## config.mk

```make
export PLATFORM = sky130hd
export DESIGN_NAME = mem_port_arbiter
export DESIGN_NICKNAME = d
export VERILOG_FILES = /design/src/rtl/mem_port_arbiter.sv
export SDC_FILE = /design/constraint.sdc
export NUM_CORES = 1
export LEC_CHECK = 0
export CORE_MARGIN = 2
export CORE_UTILIZATION = 36
export DETAILED_ROUTE_END_ITERATION = 16
export PLACE_DENSITY = 0.85
export RECOVER_POWER = 100
export SLEW_MARGIN = 20
export SYNTH_ARGS = -nofsm -noshare
export SYNTH_HDL_FRONTEND = slang
export SYNTH_SLANG_ARGS = --single-unit
```

## constraint.sdc

```tcl
create_clock -name clk -period 4.75 [get_ports clk]
set_clock_uncertainty 0.2 [all_clocks]
set_input_delay 0.95 -clock clk [delete_from_list [all_inputs] [get_ports clk]]
set_output_delay 0.95 -clock clk [all_outputs]
set_load 0.1 [all_outputs]
```

## src/rtl/mem_port_arbiter.sv

```systemverilog
// Arbiter sharing one single-port word RAM between the fetch port and the load/store port.
// Optional MEM_ARB_ALIGN_CHECK_EN: misaligned requests are blocked and answered with DEADBEEF plus align_err.
module mem_port_arbiter #(
    parameter int MEM_WORDS  = 128,
    parameter int STARVE_MAX = 4,
    localparam int AW = $clog2(MEM_WORDS)
) (
    input  logic          clk,
    input  logic          reset,
    input  logic          i_req,
    input  logic [31:0]   i_addr,
    output logic          i_gnt,
    output logic          i_rvalid,
    output logic [31:0]   i_rdata,
    input  logic          d_req,
    input  logic          d_we,
    input  logic [31:0]   d_addr,
    input  logic [31:0]   d_wdata,
    output logic          d_gnt,
    output logic          d_rvalid,
    output logic [31:0]   d_rdata,
    output logic          mem_en,
    output logic          mem_we,
    output logic [AW-1:0] mem_addr,
    output logic [31:0]   mem_wdata,
`ifdef MEM_ARB_ALIGN_CHECK_EN
    output logic          align_err,
`endif
    input  logic [31:0]   mem_rdata
);

    localparam int CW = $clog2(STARVE_MAX + 1);
    localparam logic [1:0] OWN_NONE = 2'd0;
    localparam logic [1:0] OWN_I    = 2'd1;
    localparam logic [1:0] OWN_D    = 2'd2;

    logic [CW-1:0] starve_cnt_q, starve_cnt_d;
    logic [1:0]    owner_q, owner_d;
    logic [31:0]   i_rdata_q, i_rdata_d;
    logic [31:0]   d_rdata_q, d_rdata_d;
    logic [31:0]   sel_addr;
    logic [31:0]   resp_data;
    logic          any_gnt;
    logic          misaligned;
`ifdef MEM_ARB_ALIGN_CHECK_EN
    logic          err_q, err_d;
`endif

    // Address bits outside the word index never reach the memory.
    logic unused_addr_bits;
    assign unused_addr_bits = ^{i_addr[31:AW+2], d_addr[31:AW+2], i_addr[1:0], d_addr[1:0]};

    always_comb begin
        i_gnt = 1'b0;
        d_gnt = 1'b0;
        // Data port wins unless the fetch has been starved STARVE_MAX times in a row.
        if (!reset) begin
            if (i_req && (!d_req || starve_cnt_q == CW'(STARVE_MAX))) begin
                i_gnt = 1'b1;
            end else if (d_req) begin
                d_gnt = 1'b1;
            end
        end
        any_gnt  = i_gnt | d_gnt;
        sel_addr = i_gnt ? i_addr : d_addr;
`ifdef MEM_ARB_ALIGN_CHECK_EN
        misaligned = any_gnt && (sel_addr[1:0] != 2'b00);
        err_d      = misaligned;
`else
        misaligned = 1'b0;
`endif
        mem_en    = any_gnt && !misaligned;
        mem_we    = mem_en && d_gnt && d_we;
        mem_addr  = mem_en ? sel_addr[AW+1:2] : '0;
        mem_wdata = mem_en ? d_wdata : '0;

        starve_cnt_d = starve_cnt_q;
        if (i_gnt || !i_req) begin
            starve_cnt_d = '0;
        end else if (d_gnt && starve_cnt_q != CW'(STARVE_MAX)) begin
            starve_cnt_d = starve_cnt_q + CW'(1);
        end

        if (i_gnt) begin
            owner_d = OWN_I;
        end else if (d_gnt && !d_we) begin
            owner_d = OWN_D;
        end else begin
            owner_d = OWN_NONE;
        end

`ifdef MEM_ARB_ALIGN_CHECK_EN
        resp_data = err_q ? 32'hDEADBEEF : mem_rdata;
        align_err = !reset && err_q;
`else
        resp_data = mem_rdata;
`endif
        // Response stage: only the owning port sees memory data, the other keeps its last word.
        i_rvalid  = !reset && (owner_q == OWN_I);
        d_rvalid  = !reset && (owner_q == OWN_D);
        i_rdata   = i_rvalid ? resp_data : i_rdata_q;
        d_rdata   = d_rvalid ? resp_data : d_rdata_q;
        i_rdata_d = i_rdata;
        d_rdata_d = d_rdata;
    end

    always_ff @(posedge clk) begin
        if (reset) begin
            starve_cnt_q <= '0;
            owner_q      <= OWN_NONE;
            i_rdata_q    <= '0;
            d_rdata_q    <= '0;
`ifdef MEM_ARB_ALIGN_CHECK_EN
            err_q        <= 1'b0;
`endif
        end else begin
            starve_cnt_q <= starve_cnt_d;
            owner_q      <= owner_d;
            i_rdata_q    <= i_rdata_d;
            d_rdata_q    <= d_rdata_d;
`ifdef MEM_ARB_ALIGN_CHECK_EN
            err_q        <= err_d;
`endif
        end
    end

endmodule

```

# ---- Yosys cells after proc, flatten, opt, wreduce, memory -nomap -nowiden
# Index checks and enable logic that the tools add are counted.
dict set report word_totals {
  regBits 69
  output_inout_bits 109
  wordCells 38
  in_bits 133
}
dict set report classes {
  n_addsub 1
  eq_ne 4
  n_reduce_logical 15
  bitwise_logic 1
  mux 12
}
# op n
set ops {}
lappend ops {{2-to-1 mux 32 bit} 3}
lappend ops {{2-to-1 mux 9 bit} 1}
lappend ops {{logical AND 1 bit} 7}
lappend ops {{2-to-1 mux 7 bit} 1}
lappend ops {{2-to-1 mux 1 bit} 6}
lappend ops {{zero test 1 bit} 4}
lappend ops {{OR reduction 2 bit} 2}
lappend ops {{adder 3 x 1 -> 3 bit (second input constant)} 1}
lappend ops {{equality test 3 bit (second input constant)} 1}
lappend ops {{inequality test 3 bit (second input constant)} 1}
lappend ops {{equality test 2 x 1 -> 1 bit (second input constant)} 1}
lappend ops {{equality test 2 bit (second input constant)} 1}
lappend ops {{logical OR 1 bit} 2}
lappend ops {{2-to-1 mux 2 bit} 1}
lappend ops {{bitwise OR 1 bit} 1}

# ---- Longest topological paths before layout
# Gate-level depths: netlist (run 1).
dict set report depth {
  word_depth 8
  depth_mapped 5
  ltp_nobuf 5
}

# ---- Worst setup path before layout (run 1)
# Ideal clock, no wire load.
dict set report synth_path {
  kind {input -> output}
  startpoint {input port reset}
  endpoint {output port mem_we}
  slack_ns -0.094
  t_arrival_ns 3.694
  required_time_ns 3.600
  cell_stages 4
  n_path_buf 3
  cell_sequence {buf_6 > clkbuf_1 > clkbuf_1 > nor3b_1}
}
dict set report synth_between {
  elab_chain_cells 4
  word_cells_on_any_way 5
  classes_between {2 x mux; 1 x bitwise; 2 x reduce/logical}
}
# element line
set synth_lines {}
lappend synth_lines {{start, declared} 9} ;# input logic reset,
lappend synth_lines {{2-to-1 mux 1 bit} 57} ;# if (!reset) begin
lappend synth_lines {{bitwise OR 1 bit} 64} ;# any_gnt = i_gnt | d_gnt;
lappend synth_lines {{logical AND 1 bit * (2 in a row)} 73} ;# mem_we = mem_en && d_gnt && d_we;
lappend synth_lines {{end, declared} 23} ;# output logic mem_we,
# Mark *: on every way between the ends. The rest lies on a longest branch, timed or not.

# ---- Final worst setup path (run 1)
dict set report layout_path {
  startpoint {input port reset}
  endpoint {output port d_rdata[14]}
}
dict set report layout_between {
  elab_chain_cells 3
}
# element line
set layout_lines {}
lappend layout_lines {{zero test 1 bit} 100} ;# d_rvalid = !reset && (owner_q == OWN_D);
lappend layout_lines {{logical AND 1 bit} 100}
lappend layout_lines {{2-to-1 mux 32 bit} 102} ;# d_rdata = d_rvalid ? resp_data : d_rdata_q;
lappend layout_lines {{end, declared} 21} ;# output logic [31:0] d_rdata,
# No other way between the ends.

==> reports/qor.yml, run 1 <==
setup_path:
  r2r_slack_ns: 2.77
  worst_ep_required_time_ns: 3.60
  worstSetupEndpointType: "output pin"
  worst-path-max-fanout: 34
  start_kind: "input port"
  worst_ep_arrival_time_ns: 3.10
  path_class: "input port to output pin"
timing:
  slew-limit-headroom: 0.205
  max_clock_freq_mhz: 235
  finalSetupViolCount: 0
  hold_viol_final: 0
  timing.final.crit_share: 0.894
  rsz0062_at_grt: "no"
  fin_tns_setup_ns: 0
  hold_slack_ns: 0.316
  slew_violations: 0
  period_needed_ns: 4.25
  tightest_slew_ns: 1.20
routing:
  drt_wl_total_um: 8760
  drc: 0
  wl_per_cell_um: 14.9
  final_antenna_net_count: 0
  num_vias: 2753
  vias_per_cell: 4.67
  drt_iter0_markers: 66
  drtPass1Iterations: 4
logic_synthesis:
  ys_types: 20
  synth_top_area_cell: "dfxtp_1"
  yosysSeqAreaShare: 0.443
  synthCells: 293
  synth_top_area_share: 0.443
  ys_seq_elements: 69
  syn_area_per_cell_sq_um: 10.7
  syn-num-nets: 428
  syn_area_sq_um: 3120
  yosys_warnings: 0
  synthTopCellsByArea: "dfxtp_1 44%, mux2_2 21%, nor2b_1 13%, and2_1 6.8%, buf_6 2.5%"
die:
  num_rows: 33
  start_util: 0.376
  die_w_um: 97.1
  io-pin-count: 242
  die_h_um: 97.1
  dieArea_sq_um: 9430
  fp.coreArea_sq_um: 8300
cts:
  root_buffer: "clkbuf_8"
  clock-sinks: 69
  cts_tree: "yes"
  cts.repair.resized: 0
  h-tree-depth: 3
  cts_buffer_depth: 2
  path_clk_slew_ns: 0.07
  cts_setup_buffers: 0
  cts_hold_buf: 0
  cts_buffers: 9
  clk_latency_ns: 0.33
run:
  drv_cap: 0
global_routing:
  use_met2: 0.343
  top_usage_layer: "met2"
  met3_usage: 0.0676
  track_usage: 0.185
  grt_max_degree: 48
  antenna_found_initial: 0
  gr-total-overflow: 0
  use_met1: 0.197
  grt_pass1_vias: 2952
  grt_pass1_wl_um: 14000
pwr:
  ir_worst_vdd_uv: 142
  total_power_w: 0.00149
  leakage_nw: 2.21
  power-per-cell-area_nw_per_um2: 291
run_status:
  status: "complete, no violations"
layout:
  synthToLayoutAreaGrowth_pct: 64.1
  final_cells: 589
  final_layout_size_suffix_gt1_frac: 0.271
  antenna_cells: 0
  nNetsFinal: 616
worst_hold_path:
  hold_path.class: "flip-flop to flip-flop"
placed_design:
  gp_congestion: 0.790
  port_buffers: 191
  dpl.cell_count: 575
  place_hpwl_um: 6920
==> cells by family after synthesis <==
| family | count (synthesis) | share of synthesized area |
|---|---|---|
| AO/OA/AOI/OAI | 9 | 0.0152 |
| adder cells (fa/ha/maj) | 2 | 0.00802 |
| buffers and inverters | 22 | 0.0433 |
| AND/OR/NAND/NOR | 126 | 0.257 |
| multiplexers | 65 | 0.234 |
| flip-flops | 69 | 0.443 |
==> flip-flops by register name (all words and copies together) (netlist names) <==
signal        count
d_rdata_q        32
starve_cnt_q      3
owner_q           2
i_rdata_q        32
==> synthesized netlist by cell type (all sizes together) <==
cell type	n
mux2	64
buf	8
and2	34
nand2	1
nor3	1
nand3b	8
dfxtp	69
inv	2
nand3	8
nor2b	64
nor3b	5
a21boi	1
ha	2
mux2i	1
a21oi	8
nor2	5
clkbuf	12
==> placed cells by master (no fill, tap or decap) <==
master / instances
nor2b_1: 64
clkbuf_1: 26
clkdlybuf4s50_1: 79
clkbuf_2: 52
dlygate4sd3_1: 2
mux2i_1: 1
mux2_1: 37
ha_1: 2
clkinv_2: 3
nor3b_1: 4
nor3b_2: 1
inv_1: 2
buf_1: 1
nor3_1: 1
mux2_2: 27
nand3_1: 8
and2_0: 34
nand3b_1: 8
a21oi_1: 8
buf_4: 5
buf_12: 33
buf_2: 1
clkbuf_8: 9
a21boi_0: 1
nor2_1: 5
dfxtp_1: 69
nand2_1: 1
==> area by class of cell <==
| class | instances | area, sq um |
|---|---|---|
| Fill cell | 710 | 3180 |
| Clock inverter | 3 | 15.0 |
| Tap cell | 105 | 131 |
| Inverter | 2 | 7.51 |
| Timing Repair Buffer | 197 | 1870 |
| Clock buffer | 11 | 131 |
| Multi-Input combinational cell | 202 | 1590 |
| Sequential cell | 69 | 1380 |
==> critical path: stages <==
cell,delay [ns]
buf_2,0.29
nor3b_1,0.34
buf_4,0.39
mux2_2,0.23
clkbuf_1,0.88
==> final timing paths <==
kind,endpoint,start,cells after the start
max,d_rdata[14],reset,5
min,starve_cnt_q[0],starve_cnt_q[0],2
max reg2reg,i_rdata_q[30],owner_q[0],4
min reg2reg,starve_cnt_q[0],starve_cnt_q[0],2
==> per-layer routing <==
| layer | part of all wire | up-vias |
|---|---|---|
| met2 | 0.52 | 120 |
| met3 | 0.085 | 5 |
| met4 | 0.0090 | 0 |
| met1 | 0.38 | 1290 |
| met5 | 0 | - |
| li1 | - | 1338 |
==> stage by stage <==
stage               instance area, sq um  setup WS (ns)   util
global route                        5120          0.377  0.617
floorplan                           3130         0.0476      -
finish                              5120          0.502  0.617
detailed placement                  5230          0.717  0.631
CTS                                 5380          0.718  0.648
global placement                    5230          0.797  0.631
==> report_power, final <==
part           leakage, nW  total, W  switching (W)  internal, W
logic                 1.57  0.000521       0.000360     0.000160
registers            0.558  0.000593     0.00000280     0.000590
clock network       0.0788  0.000378       0.000196     0.000181
total                 2.21   0.00149       0.000560     0.000932
Note: power is estimated with default switching activity, not from simulation.
==> run 2, diff against run 1 <==
--- a/config.mk
+++ b/config.mk
@@ -10,7 +10,7 @@
 export DETAILED_ROUTE_END_ITERATION = 16
 export PLACE_DENSITY = 0.85
 export RECOVER_POWER = 100
-export SLEW_MARGIN = 20
+export SLEW_MARGIN = 30
 export SYNTH_ARGS = -nofsm -noshare
 export SYNTH_HDL_FRONTEND = slang
 export SYNTH_SLANG_ARGS = --single-unit
==> results of run 2 <==
No change in the layout: final DEF, timing and power equal those of run 1.
